File: src/rtl/pedal_pkg.sv
// rtl/pedal_pkg.sv - shared sample type, dispatcher states and default timeout
package pedal_pkg;

  typedef logic signed [15:0] sample_t;

  typedef enum logic [1:0] {
    IDLE,
    ISSUE,
    WAIT,
    OUTPUT
  } dispatch_state_t;

  localparam int DEFAULT_TIMEOUT_CYCLES = 1024;

endpackage

File: src/rtl/sample_fifo.sv
// rtl/sample_fifo.sv - synchronous power-of-two sample FIFO with registered occupancy count
module sample_fifo #(
  parameter int DEPTH  = 4,
  parameter int DATA_W = 16
) (
  input  logic              clk,
  input  logic              rst,
  input  logic              push,
  input  logic              pop,
  input  logic [DATA_W-1:0] din,
  output logic [DATA_W-1:0] dout,
  output logic              full,
  output logic              empty
);
  localparam int AW = $clog2(DEPTH);

  logic [DATA_W-1:0] mem_q [DEPTH];
  logic [AW-1:0]     wr_q;
  logic [AW-1:0]     rd_q;
  logic [AW:0]       count_q;
  logic              do_push;
  logic              do_pop;

  assign full    = (count_q == (AW+1)'(DEPTH));
  assign empty   = (count_q == '0);
  assign do_push = push && !full;
  assign do_pop  = pop && !empty;
  assign dout    = mem_q[rd_q];

  always_ff @(posedge clk) begin
    if (rst) begin
      wr_q    <= '0;
      rd_q    <= '0;
      count_q <= '0;
    end else begin
      if (do_push) wr_q <= wr_q + AW'(1);
      if (do_pop)  rd_q <= rd_q + AW'(1);
      count_q <= count_q + (AW+1)'(do_push) - (AW+1)'(do_pop);
    end
  end

  // Storage needs no reset: contents are only observable through the count.
  always_ff @(posedge clk) begin
    if (do_push) mem_q[wr_q] <= din;
  end

endmodule

File: src/rtl/effect_frame_dispatcher.sv
// rtl/effect_frame_dispatcher.sv - buffers codec samples and runs one START/DONE frame per sample
module effect_frame_dispatcher
  import pedal_pkg::*;
#(
  parameter int DATA_W         = 16,
  parameter int FIFO_DEPTH     = 4,
  parameter int TIMEOUT_CYCLES = DEFAULT_TIMEOUT_CYCLES
) (
  input  logic              CLK,
  input  logic              RESET,
  input  logic              sample_valid,
  input  logic [DATA_W-1:0] sample_in,
  output logic              sample_ready,
  input  logic              gain_sel,
  input  logic              bypass,
  output logic              START,
  output logic [DATA_W-1:0] input_frame,
  output logic              gain,
  input  logic              DONE,
  input  logic [DATA_W-1:0] output_frame,
  output logic              out_valid,
  output logic [DATA_W-1:0] out_sample,
  input  logic              out_ready,
  output logic              overflow,
  output logic              timeout_err
);
  localparam int               CNT_W    = $clog2(TIMEOUT_CYCLES + 1);
  localparam logic [CNT_W-1:0] CNT_LAST = CNT_W'(TIMEOUT_CYCLES - 1);

  dispatch_state_t   state_q, state_d;
  logic [CNT_W-1:0]  cnt_q, cnt_d;
  logic [DATA_W-1:0] frame_q, frame_d;
  logic              gain_q, gain_d;
  logic [DATA_W-1:0] out_q, out_d;
  logic              ovf_q, ovf_d;
  logic              tmo_q, tmo_d;

  logic              fifo_push;
  logic              fifo_pop;
  logic              fifo_full;
  logic              fifo_empty;
  logic [DATA_W-1:0] fifo_dout;

  assign fifo_push    = sample_valid && !fifo_full;
  assign sample_ready = !fifo_full;

  sample_fifo #(
    .DEPTH  (FIFO_DEPTH),
    .DATA_W (DATA_W)
  ) u_fifo (
    .clk   (CLK),
    .rst   (RESET),
    .push  (fifo_push),
    .pop   (fifo_pop),
    .din   (sample_in),
    .dout  (fifo_dout),
    .full  (fifo_full),
    .empty (fifo_empty)
  );

  always_ff @(posedge CLK) begin
    if (RESET) begin
      state_q <= IDLE;
      cnt_q   <= '0;
      frame_q <= '0;
      gain_q  <= 1'b0;
      out_q   <= '0;
      ovf_q   <= 1'b0;
      tmo_q   <= 1'b0;
    end else begin
      state_q <= state_d;
      cnt_q   <= cnt_d;
      frame_q <= frame_d;
      gain_q  <= gain_d;
      out_q   <= out_d;
      ovf_q   <= ovf_d;
      tmo_q   <= tmo_d;
    end
  end

  always_comb begin
    state_d   = state_q;
    cnt_d     = cnt_q;
    frame_d   = frame_q;
    gain_d    = gain_q;
    out_d     = out_q;
    tmo_d     = tmo_q;
    ovf_d     = ovf_q | (sample_valid & fifo_full);
    fifo_pop  = 1'b0;
    START     = 1'b0;
    out_valid = 1'b0;

    unique case (state_q)
      IDLE: begin
        if (!fifo_empty) begin
          fifo_pop = 1'b1;
          frame_d  = fifo_dout;
          gain_d   = gain_sel;
          if (bypass) begin
            out_d   = fifo_dout;
            state_d = OUTPUT;
          end else begin
            state_d = ISSUE;
          end
        end
      end
      ISSUE: begin
        START   = 1'b1;
        cnt_d   = '0;
        state_d = WAIT;
      end
      WAIT: begin
        // DONE wins over an expiring timeout in the same cycle.
        if (DONE) begin
          out_d   = output_frame;
          state_d = OUTPUT;
        end else if (cnt_q == CNT_LAST) begin
          out_d   = frame_q;
          tmo_d   = 1'b1;
          state_d = OUTPUT;
        end else begin
          cnt_d = cnt_q + CNT_W'(1);
        end
      end
      OUTPUT: begin
        out_valid = 1'b1;
        if (out_ready) state_d = IDLE;
      end
      default: state_d = IDLE;
    endcase
  end

  assign input_frame = frame_q;
  assign gain        = gain_q;
  assign out_sample  = out_q;
  assign overflow    = ovf_q;
  assign timeout_err = tmo_q;

endmodule

File: config.mk
export PLATFORM = sky130hd
export DESIGN_NAME = effect_frame_dispatcher
export DESIGN_NICKNAME = d
export VERILOG_FILES = /design/src/rtl/pedal_pkg.sv /design/src/rtl/sample_fifo.sv /design/src/rtl/effect_frame_dispatcher.sv
export SDC_FILE = /design/constraint.sdc
export NUM_CORES = 1
export LEC_CHECK = 0
export BUFFER_PORTS_ARGS = -buffer_cell sky130_fd_sc_hd__buf_2
export CAP_MARGIN = 20
export CORE_MARGIN = 5
export CORE_UTILIZATION = 51
export CTS_BUF_LIST = sky130_fd_sc_hd__clkbuf_16
export CTS_CLUSTER_SIZE = 24
export DETAILED_ROUTE_END_ITERATION = 8
export GPL_TIMING_DRIVEN = 0
export PLACE_DENSITY = 0.86
export SLEW_MARGIN = 30
export SYNTH_ARGS = -nofsm -noshare
export SYNTH_HDL_FRONTEND = slang
export SYNTH_SLANG_ARGS = --single-unit
File: constraint.sdc
create_clock -name CLK -period 2.4 [get_ports CLK]
set_input_delay 0.12 -clock CLK [delete_from_list [all_inputs] [get_ports CLK]]
set_output_delay 0.12 -clock CLK [all_outputs]
set_load 0.005 [all_outputs]
==> results.sh, run 1 <==
export IMPL_worstPathRequired_ps=2670
export IMPL_power_internal_mw=5.05
export IMPL_start_kind="register"
export IMPL_power_frac_clock_pct=32.6
export IMPL_worst_slack_ps=90.6
export IMPL_ys_seq_area_share_pct=60.0
export IMPL_layout_drive_gt1_share_pct=26.3
export IMPL_grt_pass1_wl_um=19700
export IMPL_cp_startpoint="u_fifo.count_q[1]$_SDFF_PP0_"
export IMPL_cts_path_max_buffers=2
export IMPL_cp_end_kind="register"
export IMPL_synth_commonest_cells="edfxtp_1, nand2_1, dfxtp_1"
export IMPL_fin_setup_tns_ps=0
export IMPL_design_core_area_mm2=0.00977
export IMPL_syn_area_mm2=0.00510
export IMPL_num_nets_final=579
export IMPL_grt_max_degree=17
export IMPL_die_area_mm2=0.0121
export IMPL_r2r_end="u_fifo.count_q[2]$_SDFF_PP0_"
export IMPL_placed_cell_area_mm2=0.00564
export IMPL_gp_congestion=0.848
export IMPL_die_h_um=110
export IMPL_clock_sinks=121
export IMPL_ys_ff_latch=121
export IMPL_grt_pass1_vias=3841
export IMPL_syn2layout_area_growth_pct=26.1
export IMPL_irDropWorstVdd_mv=0.837
export IMPL_post_place_ws_ps=-320
export IMPL_wire_per_inst_um=18.9
export IMPL_drv_slew=0
export IMPL_synth_fp_nets=467
export IMPL_grt_ovfl_total=0
export IMPL_rows=36
export IMPL_powerDensity_mw_per_mm2=1180
export IMPL_power_switching_mw=2.53
export IMPL_dr_pass1_iters=6
export IMPL_worstPathMaxFanout=9
export IMPL_finalCritPeriodShare_pct=96.2
export IMPL_synth_edf_count=64
export IMPL_ys_flop_type="edfxtp_1"
export IMPL_cts_htree_levels=4
export IMPL_diodes=0
export IMPL_p_seq_share_pct=37.5
export IMPL_synth_top_area_cell="edfxtp_1"
export IMPL_slew_headroom_pct=42.1
export IMPL_synthCells=415
export IMPL_synth_distinct_cells=43
export IMPL_worstReg2RegStart="u_fifo.count_q[1]$_SDFF_PP0_"
export IMPL_setup_viol=0
export IMPL_gr_usage_all_layers_pct=21.9
export IMPL_hold_viol=0
export IMPL_max_clock_freq_mhz=433
export IMPL_synth_most_common_cell="edfxtp_1"
export IMPL_dr_total_vias=3841
export IMPL_dp_hpwl_um=8450
export IMPL_min_path_type="in2reg"
export IMPL_worstMarginPinSlew_ps=868
export IMPL_r2r_slack_ps=90
export IMPL_chipWidth_um=110
export IMPL_synth_async_reset_ratio_pct=0
export IMPL_cts_buffers=17
export IMPL_crit_type="reg2reg"
export IMPL_synth_area_leaders="edfxtp_1, dfxtp_1, mux4_2"
export IMPL_fin_worst_skew_ps=9.38
export IMPL_switching_share_pct=33.4
export IMPL_design_area_mm2=0.00644
export IMPL_ioPinCount=77
export IMPL_io_buffer_count=75
export IMPL_cap_violations=0
export IMPL_period_needed_ps=2310
export IMPL_comb_power_share_pct=29.9
export IMPL_clk_latency_ps=410
export IMPL_arrival_ps=2580
export IMPL_drc=0
export IMPL_p_leak_nw=2.48
export IMPL_crit_end="u_fifo.count_q[2]$_SDFF_PP0_"
export IMPL_via_per_inst=5.72
export IMPL_syn_area_per_cell_um2=12.3
export IMPL_cts_tree="yes"
export IMPL_antenna_found_initial=0
export IMPL_drt_iter0_drc=271
export IMPL_clk_pin_slew_ps=50
export IMPL_rr_worst_depth=10
export IMPL_ant_nets=0
export IMPL_wl_um=12700
export IMPL_root_buffer="clkbuf_16"
export IMPL_yosysWarnings=0
export IMPL_outcome="finished, final reports clean"
export IMPL_start_util_pct=52.2
export IMPL_yosysTopAreaCellShare_pct=37.7
==> metrics by stage <==
step,instances,util [%],hold WS [ps],power (mW)
after floorplan,415,-,219,4.24
after global placement,623,57.7,329,4.87
after detailed placement,623,57.7,337,4.98
after CTS,672,65.6,72.2,7.54
after global routing,672,65.8,87.9,7.97
final,672,65.8,84.5,7.58
==> power groups by stage <==
stage / clock (mW) / combinational (mW) / sequential, mW
after floorplan: 0 / 1.43 / 2.81
after global placement: 0 / 2.04 / 2.84
after detailed placement: 0 / 2.12 / 2.86
after CTS: 2.48 / 2.23 / 2.83
after global routing: 2.60 / 2.49 / 2.88
final: 2.47 / 2.27 / 2.84
==> cell type report <==
| cell class | instances | area, um2 |
|---|---|---|
| sequential | 121 | 3060 |
| clock inverter | 14 | 151 |
| multi-input combinational | 252 | 1880 |
| inverter | 13 | 52.6 |
| tap | 133 | 166 |
| clock buffer | 17 | 425 |
| buffer | 28 | 135 |
| timing repair buffer | 94 | 563 |
| fill | 678 | 3340 |
==> placed cells by master, fill, tap and decap left out, drive strengths merged, types with 3 or more instances in the layout <==
cell	n
o2111ai	16
mux2i	18
buf	90
edfxtp	64
nor2b	3
dlygate4sd3	18
mux4	16
ha	12
clkinvlp	6
o21ai	17
o22a	5
xnor2	4
nand3	8
nand4	5
and3	4
and2	4
nor2	13
clkinv	5
clkbuf	31
a31oi	4
a21oi	42
inv	14
dfxtp	57
nand2	58
==> logic make-up after synthesis <==
family,count (synthesis),share of synthesized area [%]
flops,121,60.0
xor+xnor,5,0.858
mux,34,10.6
buf+inv,42,3.53
fa+ha+maj,13,3.33
simple gates,105,9.74
compound gates,95,11.9
==> worst min path at each step <==
stage | from | to | slack (ps) | depth (start not counted)
after global routing | RESET | state_q[1]$_SDFFE_PP0P_ | 90 | 3
after detailed placement | sample_in[4] | u_fifo.mem_q[2][4]$_DFFE_PP_ | 340 | 1
after CTS | RESET | state_q[1]$_SDFFE_PP0P_ | 70 | 3
after floorplan | sample_in[0] | u_fifo.mem_q[0][0]$_DFFE_PP_ | 220 | 0
after global placement | sample_in[6] | u_fifo.mem_q[0][6]$_DFFE_PP_ | 330 | 1
final | RESET | state_q[1]$_SDFFE_PP0P_ | 80 | 3
==> what timing repair did <==
item | in CTS | in global routing
gates cloned | 0 | 0
hold buffers | 18 | 0
hold endpoints to repair | 66 | 0
buffers inserted | 1 | 0
endpoints found under the setup margin | 2 | 7
resized for setup | 3 | 6
==> worst max-delay path, cell delays in order, from the launching register on <==
cell	delay (ps)
dfxtp_1	360
nor3_4	280
nand2b_1	170
buf_6	150
clkinvlp_4	110
ha_1	280
inv_1	40
ha_1	180
fa_1	380
xnor2_1	170
nor2_1	50
==> metal layers <==
layer | vias to the layer above | wire length [um] | share of wire [%] | track usage [%]
li1 | 1773 | - | - | -
met5 | - | 0 | 0 | 0
met3 | 30 | 906 | 7.1 | 5.94
met4 | 0 | 247 | 1.9 | 7.75
met1 | 1875 | 4820 | 38 | 25.9
met2 | 163 | 6720 | 53 | 38.4
==> sequential cells by signal (all words and copies together), names as in the netlist, 2 cells and up, named ones only <==
register / cells
cnt_q: 11
input_frame: 16
out_sample: 16
state_q: 2
u_fifo.count_q: 3
u_fifo.mem_q: 64
u_fifo.rd_q: 2
u_fifo.wr_q: 2
Power figures use the tool's default switching activity.
==> run 2, diff against run 1 <==
==> constraint.sdc (replaced) <==
create_clock -name CLK -period 2 [get_ports CLK]
set_input_delay 0.1 -clock CLK [delete_from_list [all_inputs] [get_ports CLK]]
set_output_delay 0.1 -clock CLK [all_outputs]
set_load 0.005 [all_outputs]
==> run 2 against run 1 <==
Against the previous run: count of clock-buffer cells in the layout did not move; worst setup slack got worse by 57 ps; clock power up 21%; via count is 0.99% higher; critical path type unchanged; sequential power up 21%; sequential share of layout area shrank 0.88 points; sequential cell count unchanged; routed wire length grew 2.3%; total power increased by 24%; core utilization grew 1.4 points; cell area rose by 2.1%.
==> results.sh, run 2 (synthesized netlist as in run 1, its figures left out) <==
export IMPL_wire_per_inst_um=19.2
export IMPL_ioPinCount=77
export IMPL_dr_pass1_iters=5
export IMPL_drc=0
export IMPL_start_kind="register"
export IMPL_cp_startpoint="state_q[0]$_SDFFE_PP0P_"
export IMPL_layout_drive_gt1_share_pct=30.8
export IMPL_irDropWorstVdd_mv=0.853
export IMPL_min_from="RESET"
export IMPL_period_needed_ps=1970
export IMPL_regMostFlops="u_fifo.mem_q"
export IMPL_root_buffer="clkbuf_16"
export IMPL_worstPathMaxFanout=9
export IMPL_p_leak_nw=2.56
export IMPL_clock_sinks=121
export IMPL_via_per_inst=5.72
export IMPL_gr_usage_all_layers_pct=22.9
export IMPL_wl_um=13000
export IMPL_outcome="finished, final reports clean"
export IMPL_rows=36
export IMPL_syn2layout_area_growth_pct=28.8
export IMPL_busiest_layer="met2"
export IMPL_diodes=0
export IMPL_crit_slowest_cell="or4_1"
export IMPL_setup_viol=0
export IMPL_antenna_found_initial=0
export IMPL_dp_hpwl_um=8530
export IMPL_cp_end_kind="register"
export IMPL_io_buffer_count=75
export IMPL_worstMarginPinSlew_ps=663
export IMPL_max_clock_freq_mhz=508
export IMPL_die_area_mm2=0.0121
export IMPL_worst_slack_ps=33.2
export IMPL_fin_setup_tns_ps=0
export IMPL_cts_buffers=17
export IMPL_cts_path_max_buffers=2
export IMPL_clk_latency_ps=420
export IMPL_dr_total_vias=3879
export IMPL_die_h_um=110
export IMPL_min_path_type="in2reg"
export IMPL_finalCritPeriodShare_pct=98.3
export IMPL_worstReg2RegStart="state_q[0]$_SDFFE_PP0P_"
export IMPL_powerDensity_mw_per_mm2=1430
export IMPL_chipWidth_um=110
export IMPL_cap_violations=0
export IMPL_arrival_ps=2280
export IMPL_num_nets_final=584
export IMPL_post_place_ws_ps=-302
export IMPL_clk_pin_slew_ps=60
export IMPL_most_common_layout_cells="buf_2, edfxtp_1, nand2_1"
export IMPL_start_util_pct=52.2
export IMPL_ant_nets=0
export IMPL_met3_usage_pct=6.35
export IMPL_grt_max_degree=17
export IMPL_cts_htree_levels=4
export IMPL_worstPathRequired_ps=2320
export IMPL_largest_reg_flops=64
export IMPL_final_common_cell="buf_2"
export IMPL_drt_iter0_drc=191
export IMPL_grt_pass1_wl_um=20600
export IMPL_use_met1_pct=26.9
export IMPL_grtUsageMet2_pct=39.8
export IMPL_crit_chain="inv_2 -> ha_1 -> clkbuf_4 -> nor2b_1 -> buf_4 -> o31a_1 -> or4_1 -> o31ai_1"
export IMPL_grt_pass1_vias=4063
export IMPL_slew_headroom_pct=55.8
export IMPL_fin_worst_skew_ps=17.7
export IMPL_hold_viol=0
export IMPL_r2r_slack_ps=30
export IMPL_crit_type="reg2reg"
export IMPL_grt_ovfl_total=0
export IMPL_design_core_area_mm2=0.00977
export IMPL_cts_tree="yes"
export IMPL_drv_slew=0
export IMPL_gp_congestion=0.869
export IMPL_max_stage_delay_ps=530
[run 2: cell count changes in the layout (fill, tap and decap cells not counted), moves of 4 or more]
cell / delta
buf_4: +10
clkinvlp_4: -5
inv_6: +5
and2_1: -4
and2_2: +4
dfxtp_1: -4
[run 2: worst max-delay path: cells and delay by family, from the launching register on]
kind,cells,cell delay (ps)
DFF,1,350
AOI/OAI and AO/OA,2,250
and+or+nand+nor,2,670
buffers and inverters,3,410
adders and majority gates,1,190
[run 2: final cells by class]
class / instances / area, um2
multi-input cells: 252 / 1940
repair buffers: 102 / 623
clock inverters: 15 / 155
inverters: 13 / 53.8
plain buffers: 25 / 139
fillers: 691 / 3200
clock buffers: 17 / 425
flip-flops and latches: 121 / 3070
well taps: 133 / 166
[run 2: stage by stage]
step                instances  power (mW)  instance area, um2  utilization, %  hold WS [ps]
CTS                       674        9.25                6510            66.6          68.1
detailed placement        623        6.18                5720            58.5           318
global placement          623        6.03                5720            58.5           308
global route              678        9.88                6570            67.3          81.9
finish                    678        9.39                6570            67.3          94.2
floorplan                 415        5.26                5170               -           199
[run 2: path summary, 6_finish.rpt]
| kind | to | cells past startpoint |
|---|---|---|
| max reg2reg | state_q[1]$_SDFFE_PP0P_ | 8 |
| min reg2reg | overflow$_SDFF_PP0_ | 2 |
| max | state_q[1]$_SDFFE_PP0P_ | 8 |
| min | state_q[1]$_SDFFE_PP0P_ | 3 |
[run 2: metal layers]
metal | wire (um) | up-vias
met5 | 0 | -
met3 | 831 | 35
met2 | 6680 | 145
met1 | 5140 | 1914
met4 | 335 | 0
li1 | - | 1785
[run 2: repair_timing]
| action | 4_1_cts | 5_1_grt |
|---|---|---|
| hold endpoints to repair | 66 | 0 |
| hold buffers | 18 | 0 |
| buffers inserted | 3 | 6 |
| endpoints found under the setup margin | 84 | 22 |
| pin swaps | 1 | 3 |
| resized for setup | 11 | 18 |
[run 2: power breakdown]
group | internal [mW] | leakage [nW] | switching, mW | total (mW)
registers | 3.11 | 1.05 | 0.316 | 3.43
clock network | 1.76 | 0.285 | 1.24 | 3.00
logic | 1.27 | 1.22 | 1.69 | 2.96
==> run 3, diff against run 2 <==
--- a/config.mk
+++ b/config.mk
@@ -8,12 +8,13 @@
 export BUFFER_PORTS_ARGS = -buffer_cell sky130_fd_sc_hd__buf_2
 export CAP_MARGIN = 20
 export CORE_MARGIN = 5
-export CORE_UTILIZATION = 51
+export CORE_UTILIZATION = 46
 export CTS_BUF_LIST = sky130_fd_sc_hd__clkbuf_16
 export CTS_CLUSTER_SIZE = 24
 export DETAILED_ROUTE_END_ITERATION = 8
 export GPL_TIMING_DRIVEN = 0
-export PLACE_DENSITY = 0.86
+export HOLD_SLACK_MARGIN = 0.12
+export PLACE_DENSITY = 0.79
 export SLEW_MARGIN = 30
 export SYNTH_ARGS = -nofsm -noshare
 export SYNTH_HDL_FRONTEND = slang
==> run 3 against run 2 <==
Against the previous run: sequential power about the same; cell area barely moved; sequential share of layout area about the same; combinational power decreased by 2%; global-route usage is 3.6 points lower; final cell count rose by 1.2%.
==> results.sh, run 3 (synthesized netlist as in run 1, its figures left out) <==
export IMPL_design_core_area_mm2=0.0108
export IMPL_cts_htree_levels=4
export IMPL_regMostFlops="u_fifo.mem_q"
export IMPL_layout_drive_gt1_share_pct=30.2
export IMPL_most_common_layout_cells="buf_2, edfxtp_1, nand2_1"
export IMPL_slew_headroom_pct=58.3
export IMPL_placed_cell_area_mm2=0.00573
export IMPL_grt_ovfl_total=0
export IMPL_drv_slew=0
export IMPL_crit_type="reg2reg"
export IMPL_p_leak_nw=2.54
export IMPL_syn2layout_area_growth_pct=29.0
export IMPL_cts_path_max_buffers=2
export IMPL_drt_iter0_drc=301
export IMPL_cp_end_kind="register"
export IMPL_clk_pin_slew_ps=60
export IMPL_grt_pass1_vias=3962
export IMPL_ioPinCount=77
export IMPL_cts_buffers=17
export IMPL_die_area_mm2=0.0133
export IMPL_dr_total_vias=3846
export IMPL_start_util_pct=47.1
export IMPL_setup_viol=0
export IMPL_period_needed_ps=1940
export IMPL_root_buffer="clkbuf_16"
export IMPL_worstPathRequired_ps=2320
export IMPL_die_h_um=115
export IMPL_largest_reg_flops=64
export IMPL_num_nets_final=585
export IMPL_via_per_inst=5.61
export IMPL_hold_viol=0
export IMPL_powerDensity_mw_per_mm2=1410
export IMPL_worst_slack_ps=57.2
export IMPL_grt_max_degree=17
export IMPL_chipWidth_um=115
export IMPL_cap_violations=0
export IMPL_clk_latency_ps=420
export IMPL_drc=0
export IMPL_r2r_slack_ps=60
export IMPL_dr_pass1_iters=5
export IMPL_outcome="finished, final reports clean"
export IMPL_layoutNonFillerInstCount=686
export IMPL_design_area_mm2=0.00658
export IMPL_dp_cells=630
export IMPL_final_common_cell="buf_2"
export IMPL_clock_sinks=121
export IMPL_finalCritPeriodShare_pct=97.1
export IMPL_wire_per_inst_um=18.1
export IMPL_arrival_ps=2260
export IMPL_worstMarginPinSlew_ps=626
export IMPL_min_path_type="in2reg"
export IMPL_grt_pass1_wl_um=19600
export IMPL_fin_worst_skew_ps=8.57
export IMPL_irDropWorstVdd_mv=0.653
export IMPL_post_place_ws_ps=-349
export IMPL_ant_nets=0
export IMPL_antenna_found_initial=0
export IMPL_diodes=0
export IMPL_io_buffer_count=75
export IMPL_wl_um=12400
export IMPL_gr_usage_all_layers_pct=19.3
export IMPL_max_clock_freq_mhz=515
export IMPL_fin_setup_tns_ps=0
export IMPL_rows=38
export IMPL_gp_congestion=0.856
export IMPL_cts_tree="yes"
export IMPL_worstPathMaxFanout=9
export IMPL_start_kind="register"
export IMPL_dp_hpwl_um=8470
## run 3: path summary, 6_finish.rpt
kind                                start                         end  cells after the start
hold reg to reg    cnt_q[10]$_SDFFE_PP0P_      cnt_q[10]$_SDFFE_PP0P_                      1
setup / recovery  state_q[0]$_SDFFE_PP0P_     state_q[1]$_SDFFE_PP0P_                      8
hold / removal            output_frame[0]  out_sample[0]$_SDFFE_PP0P_                      5
setup reg to reg  state_q[0]$_SDFFE_PP0P_     state_q[1]$_SDFFE_PP0P_                      8
## run 3: worst max-delay path: stages, from the launching register on
cell and delay [ps]:
dfxtp_2 350, inv_2 70, ha_1 190, buf_4 170, nor2b_1 130, buf_4 180
o31a_1 160, or4_1 530, o31ai_1 80
## run 3: stage by stage
stage               util, %  hold slack [ps]  power (mW)
floorplan                 -              199        5.26
global placement       52.8              311        6.05
detailed placement     52.8              318        6.18
CTS                    60.3              156        9.26
global route           60.7              202        9.76
finish                 60.7              160        9.27
## run 3: timing repair
item	in CTS	in global routing
endpoints found under the hold margin	70	0
setup endpoints to repair	86	22
pin swaps	1	2
hold buffers	20	0
resized for setup	8	17
cloned	0	1
buffers inserted	4	2
## run 3: cell type report
type	count	area (um2)
multi-input cells	253	1950
clock inverters	15	151
repair buffers	101	621
inverters	13	51.3
fillers	855	4260
well taps	140	175
plain buffers	26	133
flip-flops and latches	121	3070
clock buffers	17	425
## run 3: report_power, final
group,total (mW),switching [mW],leakage [nW],internal [mW]
clock network,2.97,1.14,0.275,1.83
logic,2.90,1.64,1.21,1.26
registers,3.41,0.292,1.05,3.12
total,9.27,3.07,2.54,6.20
## run 3: per-layer routing
layer	vias to the layer above	track usage, %	routed length, um
met5	-	0	0
met4	0	8.76	412
met3	38	5.74	872
met2	151	32.9	6220
met1	1863	22.6	4920
li1	1794	-	-
